$ cat src/rtl/step_sequencer_pkg.sv
// Shared definitions for the step sequencer and the board engine.
// Op-code values, FSM state encoding, pending-flag indices and gravity helpers.
// Pure declarations: no latency, no flow control.
package step_sequencer_pkg;

  typedef logic [2:0] op_t;

  localparam op_t OP_NONE   = 3'd0;
  localparam op_t OP_DOWN   = 3'd1;
  localparam op_t OP_LEFT   = 3'd2;
  localparam op_t OP_RIGHT  = 3'd3;
  localparam op_t OP_ROTATE = 3'd4;

  typedef enum logic {
    ST_IDLE  = 1'b0,
    ST_ISSUE = 1'b1
  } state_t;

  localparam int unsigned BASE_DIV_DEFAULT = 4;

  // Bit positions inside the pending-flag vector
  localparam int PEND_DOWN  = 0;
  localparam int PEND_ROT   = 1;
  localparam int PEND_LEFT  = 2;
  localparam int PEND_RIGHT = 3;
  localparam int NUM_PEND   = 4;

  localparam logic [7:0] OVERRUN_MAX = 8'hFF;

  // Gravity divisor max(1, base - level), done in signed 6-bit so a high
  // level can never wrap around into a huge unsigned divisor.
  function automatic logic [3:0] gravity_div(input logic [3:0] base,
                                             input logic [3:0] lvl);
    logic signed [5:0] diff;
    diff = $signed({2'b00, base}) - $signed({2'b00, lvl});
    if (diff < 6'sd1) begin
      return 4'd1;
    end
    return diff[3:0];
  endfunction

endpackage

$ cat src/rtl/step_sequencer_if.sv
// Event inputs and board-command handshake between the sequencer and its peers.
// Wires only: no latency.
// Command path uses valid/ack; the sequencer holds valid until ack.
interface step_sequencer_if;
  logic       pause;
  logic       tick;
  logic [3:0] level;
  logic       btn_left;
  logic       btn_right;
  logic       btn_rotate;
  logic       btn_down;
  logic       step_ack;
  logic       step_valid;
  logic [2:0] step_op;
  logic [7:0] drop_overrun;
  logic       busy;

  // Sequencer side
  modport master (
    input  pause, tick, level, btn_left, btn_right, btn_rotate, btn_down, step_ack,
    output step_valid, step_op, drop_overrun, busy
  );

  // Event sources and board engine side
  modport slave (
    output pause, tick, level, btn_left, btn_right, btn_rotate, btn_down, step_ack,
    input  step_valid, step_op, drop_overrun, busy
  );
endinterface

$ cat src/rtl/step_sequencer_arbiter.sv
// Fixed-priority pick of one pending event: DOWN > ROTATE > LEFT > RIGHT.
// Purely combinational, zero latency.
// No flow control; the caller decides whether the clear is applied.
module step_arbiter
  import step_sequencer_pkg::*;
(
  input  logic [NUM_PEND-1:0] pend_i,
  output op_t                 op_o,
  output logic [NUM_PEND-1:0] clr_o
);

  // Highest-priority set flag wins; one-hot clear marks the chosen flag
  always_comb begin
    op_o  = OP_NONE;
    clr_o = '0;
    if (pend_i[PEND_DOWN]) begin
      op_o             = OP_DOWN;
      clr_o[PEND_DOWN] = 1'b1;
    end else if (pend_i[PEND_ROT]) begin
      op_o            = OP_ROTATE;
      clr_o[PEND_ROT] = 1'b1;
    end else if (pend_i[PEND_LEFT]) begin
      op_o             = OP_LEFT;
      clr_o[PEND_LEFT] = 1'b1;
    end else if (pend_i[PEND_RIGHT]) begin
      op_o              = OP_RIGHT;
      clr_o[PEND_RIGHT] = 1'b1;
    end
  end

endmodule

$ cat src/rtl/step_sequencer.sv
// Latches gravity/button events as pending and issues one board command at a time.
// Event at edge k -> step_valid after edge k+1; one idle cycle between commands.
// step_valid/step_op held until step_ack; events keep accumulating as pending flags.
module step_sequencer
  import step_sequencer_pkg::*;
#(
  parameter int unsigned BASE_DIV = BASE_DIV_DEFAULT
) (
  input  logic             clk_in,
  input  logic             rst,
  step_sequencer_if.master bus
);

  localparam logic [3:0] BASE_DIV_L = 4'(BASE_DIV);

  state_t              state_q, state_d;
  logic [3:0]          tick_cnt_q, tick_cnt_d;
  logic [NUM_PEND-1:0] pend_q, pend_d;
  logic [7:0]          overrun_q, overrun_d;
  logic                valid_q, valid_d;
  op_t                 op_q, op_d;

  logic [3:0]          div;
  logic [3:0]          div_m1;
  logic                ev_en;
  logic                grav_fire;
  logic                offer_go;
  logic [NUM_PEND-1:0] set_vec;
  logic [NUM_PEND-1:0] clr_vec;
  logic [NUM_PEND-1:0] arb_clr;
  op_t                 arb_op;

  assign div    = gravity_div(BASE_DIV_L, bus.level);
  assign div_m1 = div - 4'd1;
  assign ev_en  = ~bus.pause;

  // >= rather than == so a level increase mid-count fires on the next tick
  assign grav_fire = ev_en & bus.tick & (tick_cnt_q >= div_m1);

  assign set_vec[PEND_DOWN]  = ev_en & (grav_fire | bus.btn_down);
  assign set_vec[PEND_ROT]   = ev_en & bus.btn_rotate;
  assign set_vec[PEND_LEFT]  = ev_en & bus.btn_left;
  assign set_vec[PEND_RIGHT] = ev_en & bus.btn_right;

  step_arbiter u_arb (
    .pend_i (pend_q),
    .op_o   (arb_op),
    .clr_o  (arb_clr)
  );

  assign offer_go = (state_q == ST_IDLE) & ev_en & (|pend_q);
  assign clr_vec  = offer_go ? arb_clr : '0;

  // Gravity counter advances only on unpaused ticks
  always_comb begin
    tick_cnt_d = tick_cnt_q;
    if (ev_en && bus.tick) begin
      tick_cnt_d = grav_fire ? 4'd0 : tick_cnt_q + 4'd1;
    end
  end

  // Clear first, then set, so an event landing on its own issue edge survives
  always_comb begin
    pend_d = (pend_q & ~clr_vec) | set_vec;
  end

  // Gravity lost to an already-pending DOWN is counted, saturating
  always_comb begin
    overrun_d = overrun_q;
    if (grav_fire && pend_q[PEND_DOWN] && (overrun_q != OVERRUN_MAX)) begin
      overrun_d = overrun_q + 8'd1;
    end
  end

  // Event capture registers
  always_ff @(posedge clk_in) begin
    if (rst) begin
      tick_cnt_q <= '0;
      pend_q     <= '0;
      overrun_q  <= '0;
    end else begin
      tick_cnt_q <= tick_cnt_d;
      pend_q     <= pend_d;
      overrun_q  <= overrun_d;
    end
  end

  // FSM state register
  always_ff @(posedge clk_in) begin
    if (rst) begin
      state_q <= ST_IDLE;
    end else begin
      state_q <= state_d;
    end
  end

  // FSM next state: pause only blocks new offers, never an in-flight one
  always_comb begin
    state_d = state_q;
    unique case (state_q)
      ST_IDLE:  if (offer_go)     state_d = ST_ISSUE;
      ST_ISSUE: if (bus.step_ack) state_d = ST_IDLE;
      default:  state_d = ST_IDLE;
    endcase
  end

  // FSM outputs: register the chosen op on offer, drop it on the ack edge
  always_comb begin
    valid_d = valid_q;
    op_d    = op_q;
    unique case (state_q)
      ST_IDLE: begin
        if (offer_go) begin
          valid_d = 1'b1;
          op_d    = arb_op;
        end
      end
      ST_ISSUE: begin
        if (bus.step_ack) begin
          valid_d = 1'b0;
          op_d    = OP_NONE;
        end
      end
      default: begin
        valid_d = 1'b0;
        op_d    = OP_NONE;
      end
    endcase
  end

  // Command output registers
  always_ff @(posedge clk_in) begin
    if (rst) begin
      valid_q <= 1'b0;
      op_q    <= OP_NONE;
    end else begin
      valid_q <= valid_d;
      op_q    <= op_d;
    end
  end

  assign bus.step_valid   = valid_q;
  assign bus.step_op      = op_q;
  assign bus.drop_overrun = overrun_q;
  assign bus.busy         = (state_q == ST_ISSUE);

endmodule

$ cat src/flat_wrapper.sv
// flat-port wrapper written by rule: the top's interface ports become plain ports
module step_sequencer_flat import step_sequencer_pkg::*;
#(
  parameter int unsigned BASE_DIV = BASE_DIV_DEFAULT
)
  (clk_in, rst, bus_pause, bus_tick, bus_level, bus_btn_left, bus_btn_right, bus_btn_rotate, bus_btn_down, bus_step_ack, bus_step_valid, bus_step_op, bus_drop_overrun, bus_busy);
  step_sequencer_if bus_i ();
  input  logic clk_in;
  input  logic rst;
  input wire logic [$bits(bus_i.pause)-1:0] bus_pause;
  input wire logic [$bits(bus_i.tick)-1:0] bus_tick;
  input wire logic [$bits(bus_i.level)-1:0] bus_level;
  input wire logic [$bits(bus_i.btn_left)-1:0] bus_btn_left;
  input wire logic [$bits(bus_i.btn_right)-1:0] bus_btn_right;
  input wire logic [$bits(bus_i.btn_rotate)-1:0] bus_btn_rotate;
  input wire logic [$bits(bus_i.btn_down)-1:0] bus_btn_down;
  input wire logic [$bits(bus_i.step_ack)-1:0] bus_step_ack;
  output wire logic [$bits(bus_i.step_valid)-1:0] bus_step_valid;
  output wire logic [$bits(bus_i.step_op)-1:0] bus_step_op;
  output wire logic [$bits(bus_i.drop_overrun)-1:0] bus_drop_overrun;
  output wire logic [$bits(bus_i.busy)-1:0] bus_busy;
  assign bus_i.pause = bus_pause;
  assign bus_i.tick = bus_tick;
  assign bus_i.level = bus_level;
  assign bus_i.btn_left = bus_btn_left;
  assign bus_i.btn_right = bus_btn_right;
  assign bus_i.btn_rotate = bus_btn_rotate;
  assign bus_i.btn_down = bus_btn_down;
  assign bus_i.step_ack = bus_step_ack;
  assign bus_step_valid = bus_i.step_valid;
  assign bus_step_op = bus_i.step_op;
  assign bus_drop_overrun = bus_i.drop_overrun;
  assign bus_busy = bus_i.busy;
  step_sequencer #(.BASE_DIV(BASE_DIV)) u_core (.clk_in(clk_in), .rst(rst), .bus(bus_i));
endmodule
$ cat config.mk
export PLATFORM = sky130hd
export DESIGN_NAME = step_sequencer_flat
export DESIGN_NICKNAME = d
export VERILOG_FILES = /design/src/rtl/step_sequencer_pkg.sv /design/src/rtl/step_sequencer_if.sv /design/src/rtl/step_sequencer_arbiter.sv /design/src/rtl/step_sequencer.sv /design/src/flat_wrapper.sv
export SDC_FILE = /design/constraint.sdc
export NUM_CORES = 1
export LEC_CHECK = 0
export ABC_AREA = 1
export CELL_PAD_IN_SITES_DETAIL_PLACEMENT = 1
export CELL_PAD_IN_SITES_GLOBAL_PLACEMENT = 1
export CORE_UTILIZATION = 25
export DETAILED_ROUTE_END_ITERATION = 10
export PLACE_DENSITY_LB_ADDON = 0.1
export SLEW_MARGIN = 15
export SYNTH_ARGS = -nofsm -noshare
export SYNTH_HDL_FRONTEND = slang
export SYNTH_SLANG_ARGS = --single-unit
$ cat constraint.sdc
create_clock -name clk_in -period 3.6 [get_ports clk_in]
set_input_delay 0.9 -clock clk_in [delete_from_list [all_inputs] [get_ports clk_in]]
set_output_delay 0.9 -clock clk_in [all_outputs]
set_load 0.05 [all_outputs]
* Yosys cells after proc, flatten, opt, wreduce, memory -nomap -nowiden *
Index checks and enable logic that the tools add are counted.

operators by class
  order comparisons = 2
  bitwise gates (word level) = 14
  equal/unequal tests = 3
  reductions and logical operators = 5
  $add $sub $neg = 4
  muxes and demuxes = 25

operators by type and width
  cell                                                         count
  two-way mux 4 bit                                            4
  two-way mux 3 bit                                            5
  two-way mux 1 bit                                            10
  adder 8 x 1 -> 8 bit (second input constant)                 1
  AND 1 bit                                                    8
  != test 8 bit (second input constant)                        1
  less-than comparator 6 x 2 -> 1 bit (second input constant)  1
  two-way mux 2 bit                                            3
  case mux 3 bit (2 select lines)                              1
  subtractor 3 x 4 -> 5 bit (first input constant)             1
  adder 4 x 1 -> 4 bit (second input constant)                 1
  AND 4 bit                                                    1
  >= comparator 4 bit                                          1
  inverter 4 bit                                               1
  OR 4 bit                                                     1
  case mux 1 bit (2 select lines)                              2
  OR reduction 4 bit                                           1
  subtractor 4 x 1 -> 4 bit (second input constant)            1
  logical AND 1 bit                                            3
  != test 2 x 1 -> 1 bit (second input constant)               1
  != test 2 bit (second input constant)                        1
  inverter 1 bit                                               2
  AND reduction 2 bit                                          1
  OR 1 bit                                                     1

storage, ports and cells
  output and inout bits = 13
  input port bits = 13
  word-level logic and storage cells = 59
  bits in registers = 21

* Logic depth before layout (Yosys ltp) *
Gate-level depths: netlist (run 1).

  depth after elaboration = 10
  depth in mapped cells = 19

* Hierarchy *
Synthesis (run 1) repeated with hierarchy kept, for this count alone.

second synthesis, totals
  cells, all modules = 196
  area total of the unflattened synthesis = 1,305.0 µm²

by module, submodules not included
  module          area an instance (µm²)  times used  sequential area each (µm²)  cells each
  step_sequencer  1,233.7                 1           420.4                       180
  step_arbiter    71.3                    1           0.0                         16

* Least setup slack after synthesis (run 1) *
Ideal clock, no wire load.

  kind = in2reg
  start point = input port bus_level[0]
  end point = register u_core.overrun_q[0] (netlist: u_core.bus.drop_overrun[0])
  setup slack = 0.711 ns
  arrival = 2.775 ns
  stages on the path = 19
  path through = inv_1 -> ha_1 -> nand2_1 -> a21oi_1 -> nor2_1 -> nor2_1 -> ha_1 -> xnor2_1 -> inv_1 -> ha_1 -> nand2_1 -> clkinv_1 -> nand2_2 -> nand3_2 -> nand2_2 -> nor2_2 -> nand2_1 -> nand2_1 -> nor2_1

between the ends
  cells in the longest elaborated chain, start to end = 9

RTL lines
  item                                 line                      source
  start: declaration                   flat_wrapper.sv:12        input wire logic [$bits(bus_i.level)-1:0] bus_level;
  subtractor 3 x 4 -> 5 bit *          step_sequencer_pkg.sv:35  diff = $signed({2'b00, base}) - $signed({2'b00, lvl});
  less-than comparator 6 x 2 -> 1 bit  step_sequencer_pkg.sv:36  if (diff < 6'sd1) begin
  two-way mux 1 bit                    step_sequencer_pkg.sv:36
  two-way mux 4 bit *                  step_sequencer_pkg.sv:39  return diff[3:0];
  subtractor 4 x 1 -> 4 bit *          step_sequencer.sv:34      assign div_m1 = div - 4'd1;
  >= comparator 4 bit *                step_sequencer.sv:38      assign grav_fire = ev_en & bus.tick & (tick_cnt_q >= div_m1);
  AND 1 bit *                          step_sequencer.sv:38
  logical AND 1 bit * (2 in series)    step_sequencer.sv:70      if (grav_fire && pend_q[PEND_DOWN] && (overrun_q != OVERRUN_MAX)) begin
  end signal: assignment               step_sequencer.sv:84      overrun_q <= overrun_d;
  end: declaration                     step_sequencer.sv:19      logic [7:0] overrun_q, overrun_d;

Mark *: on every way between the ends. The rest lies on a longest branch, timed or not.
A chain may end at the register's enable or synchronous reset.

* Worst setup path after layout (run 1) *
  start point = input port bus_level[0]
  end point = register u_core.overrun_q[6] (netlist: u_core.bus.drop_overrun[6])

The elaborated chain is that of the path after synthesis.

==> insert_results.sql, run 1 <==
INSERT INTO impl_metrics (metric_group, metric, value, unit) VALUES
('run_status', 'status', 'completed', ''),
('global_route', 'grt_use_total', '0.134', ''),
('drt', 'first_iter_violations', '28', ''),
('clock_tree', 'clockRootBuffer', 'sky130_fd_sc_hd__clkbuf_8', ''),
('global_route', 'grt-ovfl-total', '0', ''),
('floorplanning', 'placement_rows', '24', ''),
('global_route', 'grt_antenna_before_repair', '0', ''),
('finish', 'areaGrowthSynthToFinish', '30.9', '%'),
('place', 'placed_cells_incl_taps', '239', ''),
('drt', 'wl_met3', '113', 'um'),
('clock_tree', 'htree_levels', '1', ''),
('sta', 'final_max_slew_viol_count', '0', ''),
('yosys', 'post_synthesis_area_per_instance', '7.44', 'um^2'),
('power', 'power.total', '0.535', 'mW'),
('clock_tree', 'clock_sink_count', '21', ''),
('drt', 'top_signal_layer_used', 'met4', ''),
('hold_path', 'hold_path_class', 'register to register', ''),
('finish', 'insertedDiodeCount', '0', ''),
('drt', 'detail_route.wirelength', '2980', 'um'),
('drt', 'wl_met1', '1480', 'um'),
('place', 'gp_congestion', '0.771', ''),
('flow_run', 'max_cap_violations', '0', ''),
('floorplanning', 'dieHeight', '71.4', 'um'),
('floorplanning', 'die_x', '71.4', 'um'),
('critical_path', 'r2r_setup_slack', '2.10', 'ns'),
('sta', 'max_clock_freq', '304', 'MHz'),
('yosys', 'synthArstFlopShare', '0', ''),
('finish', 'final_cells', '243', ''),
('floorplanning', 'floorplan.die_area', '5100', 'um^2'),
('floorplanning', 'ioPinCount', '26', ''),
('drt', 'drtPass1Iterations', '4', ''),
('yosys', 'synth_cells', '162', ''),
('clock_tree', 'clock_insertion_delay_worst_skew', '0.27', 'ns'),
('hold_path', 'cells_on_worst_hold_path', '2', ''),
('sta', 'worst_clock_skew', '0.00407', 'ns'),
('critical_path', 'reg2reg_depth', '6', ''),
('yosys', 'total_of_flip_flops_plus_latches_after_synthesis', '21', ''),
('yosys', 'syn_nets', '183', ''),
('floorplanning', 'core_area', '4500', 'um^2'),
('yosys', 'dominantRegCellSynth', 'sky130_fd_sc_hd__dfxtp_1', ''),
('clock_tree', 'post_cts.repair.setup_buffers', '0', ''),
('drt', 'ant_nets', '0', ''),
('drt', 'drcViolationCount', '0', ''),
('global_route', 'pin_count_of_the_biggest_net_entering_global_routing', '13', ''),
('finish', 'fillCellCount', '559', ''),
('finish', 'finish.instance_area', '1580', 'um^2'),
('yosys', 'ys_warnings', '0', ''),
('power', 'p_leak', '0.636', 'nW'),
('critical_path', 'critPathLaunch', 'bus_level[0]', ''),
('place', 'numPortBuffers', '25', ''),
('sta', 'setup_repair_after_global_routing_missed_its_margin', 'false', ''),
('place', 'dpl.hpwl', '2390', 'um'),
('sta', 'finalWorstPathRequiredPeriod', '3.29', 'ns'),
('place', 'cell_area_after_placement', '1530', 'um^2'),
('clock_tree', 'cts_tree', 'yes', ''),
('drt', 'num_vias', '1126', ''),
('power', 'power_per_cell_area', '339', 'nW/um^2'),
('yosys', 'netlist_area_before_placement', '1200', 'um^2'),
('finish', 'nets', '213', ''),
('drt', 'routed_via_density', '4.63', ''),
('sta', 'setup_total_negative_slack', '0', 'ns'),
('yosys', 'synth_edf_count', '0', ''),
('critical_path', 'worst_r2r_endpoint', 'u_core.tick_cnt_q[0]', ''),
('yosys', 'ys_seq_area_frac', '0.349', ''),
('critical_path', 'critical_path.max_fanout', '6', ''),
('critical_path', 'regToRegStartpoint', 'u_core.tick_cnt_q[3]', ''),
('critical_path', 'worstPathArrival', '3.50', 'ns'),
('yosys', 'synthDistinctLibCells', '27', ''),
('sta', 'post-route-period-util', '0.914', ''),
('clock_tree', 'cts_made_buffers', '3', ''),
('sta', 'timing.final.hold_violations', '0', '');
==> cells in the mapped netlist (all sizes together), types with 2 or more instances <==
library cell	instances	area, um^2
nor2	14	62.6
nand2	41	169
ha	8	100
buf	2	8.75
inv	19	71.3
nand3	10	72.6
a21oi	20	115
xnor2	4	35.0
nand4	4	25.0
nor3	3	20.0
dfxtp	21	420
xor2	5	43.8
o21ai	6	30.0
==> per-layer routing <==
metal / vias up / GRT usage
li1: 584 / -
met1: 517 / 0.181
met2: 20 / 0.211
met3: 5 / 0.0225
met4: 0 / 0.0600
met5: - / 0
==> sequential cells by signal (all words and copies together), names as in the netlist <==
| register | cells |
|---|---|
| u_core.pend_q | 4 |
| u_core.bus.step_valid | 1 |
| u_core.tick_cnt_q | 4 |
| u_core.bus.step_op | 3 |
| u_core.bus.busy | 1 |
| u_core.bus.drop_overrun | 8 |
==> kinds of logic (layout without fill, tap and decap cells) <==
group,after synthesis,count (layout),synth area share
XOR/XNOR,9,9,0.0654
flip-flops,21,21,0.349
buffers and inverters,22,51,0.0696
AO/OA/AOI/OAI,28,28,0.133
AND/OR/NAND/NOR,74,74,0.300
adder cells (fa/ha/maj),8,8,0.0831
==> through the flow <==
step           worst slack (ns)  hold WS, ns
6_report                  0.309        0.468
2_1_floorplan             0.711        0.453
4_1_cts                   0.180        0.475
3_5_place_dp            -0.0773        0.462
5_1_grt                 0.00578        0.492
3_3_place_gp             0.0993        0.449
==> cell type report <==
class / count / area, um^2 / share of cell area
inverter: 20 / 75.1 / 0.0476
clock inverter: 1 / 5.00 / 0.00317
clock buffer: 3 / 41.3 / 0.0262
multi-input combinational: 119 / 706 / 0.447
sequential: 21 / 420 / 0.266
tap: 52 / 65.1 / 0.0412
timing repair buffer: 27 / 265 / 0.168
==> critical path, cell delays in order <==
cell                              delay (ns)
sky130_fd_sc_hd__clkdlybuf4s50_1        0.43
sky130_fd_sc_hd__inv_1                  0.08
sky130_fd_sc_hd__ha_1                   0.17
sky130_fd_sc_hd__nand2_1                0.06
sky130_fd_sc_hd__a21oi_1                0.19
sky130_fd_sc_hd__nor2_1                 0.07
sky130_fd_sc_hd__nor2_1                 0.18
sky130_fd_sc_hd__ha_1                   0.19
sky130_fd_sc_hd__xnor2_1                0.12
sky130_fd_sc_hd__inv_1                  0.06
sky130_fd_sc_hd__ha_1                   0.29
sky130_fd_sc_hd__nand2_1                0.06
sky130_fd_sc_hd__clkinv_1               0.05
sky130_fd_sc_hd__nand2_2                0.05
sky130_fd_sc_hd__nand3_2                0.12
sky130_fd_sc_hd__nand2_2                0.11
sky130_fd_sc_hd__nor2_4                 0.15
sky130_fd_sc_hd__nand2_1                0.10
sky130_fd_sc_hd__a21oi_2                0.12
==> power by group <==
part           internal, mW  switching [mW]
clock network        0.0774          0.0869
registers             0.242         0.00829
logic                0.0466          0.0739
total                 0.366           0.169
==> cells in the final DEF (no fill, tap or decap), drive strengths merged <==
cell type / netlist / final
xnor2: 4 / 4
nand2: 41 / 41
dfxtp: 21 / 21
and2: 1 / 1
ha: 8 / 8
nor3: 3 / 3
a21oi: 20 / 20
or2: 1 / 1
buf: 2 / 2
o21ai: 6 / 6
a211oi: 1 / 1
nand3: 10 / 10
clkbuf: 0 / 3
clkinv: 1 / 2
nor2: 14 / 14
xor2: 5 / 5
a22oi: 1 / 1
nand4: 4 / 4
clkdlybuf4s50: 0 / 25
inv: 19 / 19
==> worst min-delay path by stage <==
stage	startpoint	end	slack, ns
after floorplan	u_core.pend_q[2]	u_core.pend_q[2]	0.45
after global placement	u_core.bus.step_op[2]	u_core.bus.step_op[2]	0.45
after detailed placement	u_core.bus.step_op[0]	u_core.bus.step_op[0]	0.46
after CTS	u_core.bus.step_op[0]	u_core.bus.step_op[0]	0.47
after global routing	u_core.bus.step_op[0]	u_core.bus.step_op[0]	0.49
final	u_core.bus.step_op[1]	u_core.bus.step_op[1]	0.47
==> timing repair <==
action	4_1_cts	5_1_grt
setup endpoints to repair	0	4
hold buffers	0	0
endpoints found under the hold margin	0	0
resized for setup	0	1
Power figures use the tool's default switching activity.
==> run 2: changes to the inputs <==
Settings changed: CAP_MARGIN set to 30, PLACE_DENSITY_LB_ADDON 0.1 to 0.08, SLEW_MARGIN 15 to unset.
==> insert_results.sql, run 2 (same netlist as run 1, synthesis figures left out) <==
INSERT INTO impl_metrics (metric_group, metric, value, unit) VALUES
('run_status', 'status', 'completed', ''),
('sta', 'setup_total_negative_slack', '0', 'ns'),
('finish', 'drive_above_1_share', '0.149', ''),
('finish', 'insertedDiodeCount', '0', ''),
('floorplanning', 'floorplan.die_area', '5100', 'um^2'),
('place', 'gp_congestion', '0.722', ''),
('critical_path', 'worstPathArrival', '3.51', 'ns'),
('power', 'p_int', '0.380', 'mW'),
('clock_tree', 'clock_sink_count', '21', ''),
('critical_path', 'category_of_the_worst_setup_path_launch_point', 'primary input', ''),
('hold_path', 'cells_on_worst_hold_path', '2', ''),
('clock_tree', 'cts_tree', 'yes', ''),
('hold_path', 'timing.hold.worst.start', 'u_core.bus.step_op[1]', ''),
('place', 'placed_cells_incl_taps', '242', ''),
('critical_path', 'setup.worst_path.class', 'primary input to register', ''),
('global_route', 'grt_pass1_wl', '5350', 'um'),
('finish', 'nets', '216', ''),
('critical_path', 'critical_path.max_fanout', '7', ''),
('sta', 'worst_clock_skew', '0.00108', 'ns'),
('critical_path', 'worst_r2r_endpoint', 'u_core.bus.drop_overrun[5]', ''),
('sta', 'setup_repair_after_global_routing_missed_its_margin', 'false', ''),
('clock_tree', 'clock_insertion_delay_worst_skew', '0.26', 'ns'),
('critical_path', 'cp-end-kind', 'register', ''),
('floorplanning', 'initial_core_util', '0.268', ''),
('sta', 'post-route-period-util', '0.920', ''),
('critical_path', 'worst-path-buf-inv', '5', ''),
('clock_tree', 'quantity_of_hold_fixing_buffers_added_after_cts', '0', ''),
('clock_tree', 'htree_levels', '1', ''),
('sta', 'finalWorstPathRequiredPeriod', '3.31', 'ns'),
('floorplanning', 'ioPinCount', '26', ''),
('finish', 'final_core_utilization', '0.358', ''),
('clock_tree', 'ctsResizeCount', '0', ''),
('drt', 'ant_nets', '0', ''),
('drt', 'num_vias', '1142', ''),
('finish', 'most-common-layout-cells', '35 x sky130_fd_sc_hd__nand2_1, 25 x sky130_fd_sc_hd__clkdlybuf4s50_1, 21 x sky130_fd_sc_hd__dfxtp_1, 16 x sky130_fd_sc_hd__inv_1, 16 x sky130_fd_sc_hd__a21oi_1', ''),
('clock_tree', 'post_cts.repair.setup_buffers', '0', ''),
('finish', 'finish.instance_area', '1610', 'um^2'),
('finish', 'mostFrequentLayoutCell', 'sky130_fd_sc_hd__nand2_1', ''),
('clock_tree', 'clockRootBuffer', 'sky130_fd_sc_hd__clkbuf_8', ''),
('sta', 'timing.final.hold_violations', '0', ''),
('drt', 'routed_via_density', '4.64', ''),
('power', 'clkPwrFrac', '0.291', ''),
('clock_tree', 'cts_buffer_depth', '2', ''),
('power', 'power.share.combinational', '0.254', ''),
('finish', 'largest_register_ffs', '8', ''),
('global_route', 'grt_use_total', '0.133', ''),
('power', 'power_per_cell_area', '341', 'nW/um^2'),
('floorplanning', 'core_area', '4500', 'um^2'),
('critical_path', 'worst_path_dominant_cell_family', 'buffers and inverters', ''),
('place', 'dpl.hpwl', '2500', 'um'),
('finish', 'areaGrowthSynthToFinish', '33.9', '%'),
('clock_tree', 'cts_made_buffers', '3', ''),
('place', 'cell_area_after_placement', '1560', 'um^2'),
('critical_path', 'reg2reg_depth', '7', ''),
('drt', 'drtPass1Iterations', '4', ''),
('drt', 'detail_route.wirelength', '3110', 'um'),
('global_route', 'grt_antenna_before_repair', '0', ''),
('power', 'switching_share', '0.311', ''),
('clock_tree', 'clkTransAtPathRegs', '0.08', 'ns'),
('hold_path', 'hold_path_class', 'register to register', ''),
('critical_path', 'critical-path-max-stage-delay', '0.42', 'ns'),
('sta', 'worstMarginPinSlew', '0.501', 'ns'),
('hold_path', 'hold_end', 'u_core.bus.step_op[1]', ''),
('sta', 'setup_viol', '0', ''),
('floorplanning', 'die_x', '71.4', 'um'),
('critical_path', 'worst_ep_required_time', '3.80', 'ns'),
('sta', 'final.setup.worst_slack', '0.287', 'ns'),
('sta', 'slew-limit-headroom', '0.665', ''),
('global_route', 'grt-ovfl-total', '0', ''),
('global_route', 'pin_count_of_the_biggest_net_entering_global_routing', '13', ''),
('critical_path', 'worstPathCellList', 'clkdlybuf4s50_1 > inv_1 > ha_1 > nand2_1 > a21oi_1 > o21ai_0 > ha_1 > xnor2_1 > inv_1 > ha_1 > nand2_1 > clkinv_1 > nand2_2 > nand3_2 > buf_12 > nand3_4 > nand2_1 > a21oi_2', ''),
('floorplanning', 'placement_rows', '24', ''),
('power', 'p_leak', '0.655', 'nW'),
('sta', 'final_max_slew_viol_count', '0', ''),
('floorplanning', 'dieHeight', '71.4', 'um'),
('power', 'seq_power_share', '0.455', ''),
('finish', 'final_cells', '246', ''),
('sta', 'max_clock_freq', '302', 'MHz'),
('power', 'p_sw', '0.171', 'mW'),
('power', 'peakVddDrop', '0.138', 'mV'),
('drt', 'drcViolationCount', '0', ''),
('critical_path', 'r2r_setup_slack', '2.04', 'ns'),
('critical_path', 'regToRegStartpoint', 'u_core.tick_cnt_q[3]', ''),
('critical_path', 'critical_path_slowest_stage_cell', 'sky130_fd_sc_hd__clkdlybuf4s50_1', ''),
('drt', 'wire_per_inst', '12.6', 'um'),
('drt', 'first_iter_violations', '37', ''),
('place', 'dp_slack', '0.00474', 'ns'),
('place', 'numPortBuffers', '25', ''),
('flow_run', 'max_cap_violations', '0', ''),
('global_route', 'grt_pass1_vias', '1238', '');
[run 2: changes by cell type in the layout (fill, tap and decap cells not counted), sizes merged]
cell,change
buf,+3
[run 2: tightest hold or removal path, delay by kind of cell, from the launching register on]
| kind | cells | cell delay (ns) |
|---|---|---|
| DFF | 1 | 0.32 |
| and+or+nand+nor | 1 | 0.06 |
| AOI/OAI and AO/OA | 1 | 0.05 |
[run 2: power groups by stage]
stage / Clock, mW / Combinational [mW] / Sequential [mW]
2_1_floorplan: 0 / 0.0628 / 0.273
3_3_place_gp: 0 / 0.136 / 0.256
3_5_place_dp: 0 / 0.140 / 0.256
4_1_cts: 0.168 / 0.141 / 0.251
5_1_grt: 0.176 / 0.154 / 0.252
6_report: 0.160 / 0.140 / 0.251
[run 2: layout make-up]
class,count,area (um^2)
flip-flops and latches,21,420
inverters,20,75.1
multi-input cells,119,706
clock buffers,3,41.3
fillers,548,2890
well taps,52,65.1
clock inverters,1,5.00
repair buffers,30,300
[run 2: how the worst max path moves through the flow]
stage | startpoint | end | slack (ns) | cells past startpoint
floorplan | bus_level[0] | u_core.bus.drop_overrun[0] | 0.71 | 19
global placement | bus_level[0] | u_core.bus.drop_overrun[5] | 0.12 | 18
detailed placement | bus_level[0] | u_core.bus.drop_overrun[7] | 0.005 | 19
CTS | bus_level[0] | u_core.bus.drop_overrun[7] | 0.25 | 19
global route | bus_level[0] | u_core.tick_cnt_q[0] | 0.03 | 19
finish | bus_level[0] | u_core.bus.drop_overrun[5] | 0.29 | 18
[run 2: per-layer routing]
metal	track usage	vias to the layer above	share of wire	wire [um]
met4	0.0333	0	0.0061	19
met1	0.163	533	0.49	1510
met5	0	-	0	0
li1	-	589	-	-
met2	0.237	18	0.48	1490
met3	0.0295	2	0.030	94
[run 2: stage by stage]
| stage | hold WS (ns) | total power [mW] |
|---|---|---|
| 2_1_floorplan | 0.453 | 0.335 |
| 3_3_place_gp | 0.450 | 0.392 |
| 3_5_place_dp | 0.465 | 0.396 |
| 4_1_cts | 0.478 | 0.560 |
| 5_1_grt | 0.490 | 0.583 |
| 6_report | 0.470 | 0.551 |
==> run 3: changes to the inputs <==
Settings changed: CTS_CLUSTER_DIAMETER set to 60.
==> results of run 3 <==
Same layout as run 2: the final DEF is identical, and so are final timing and power.
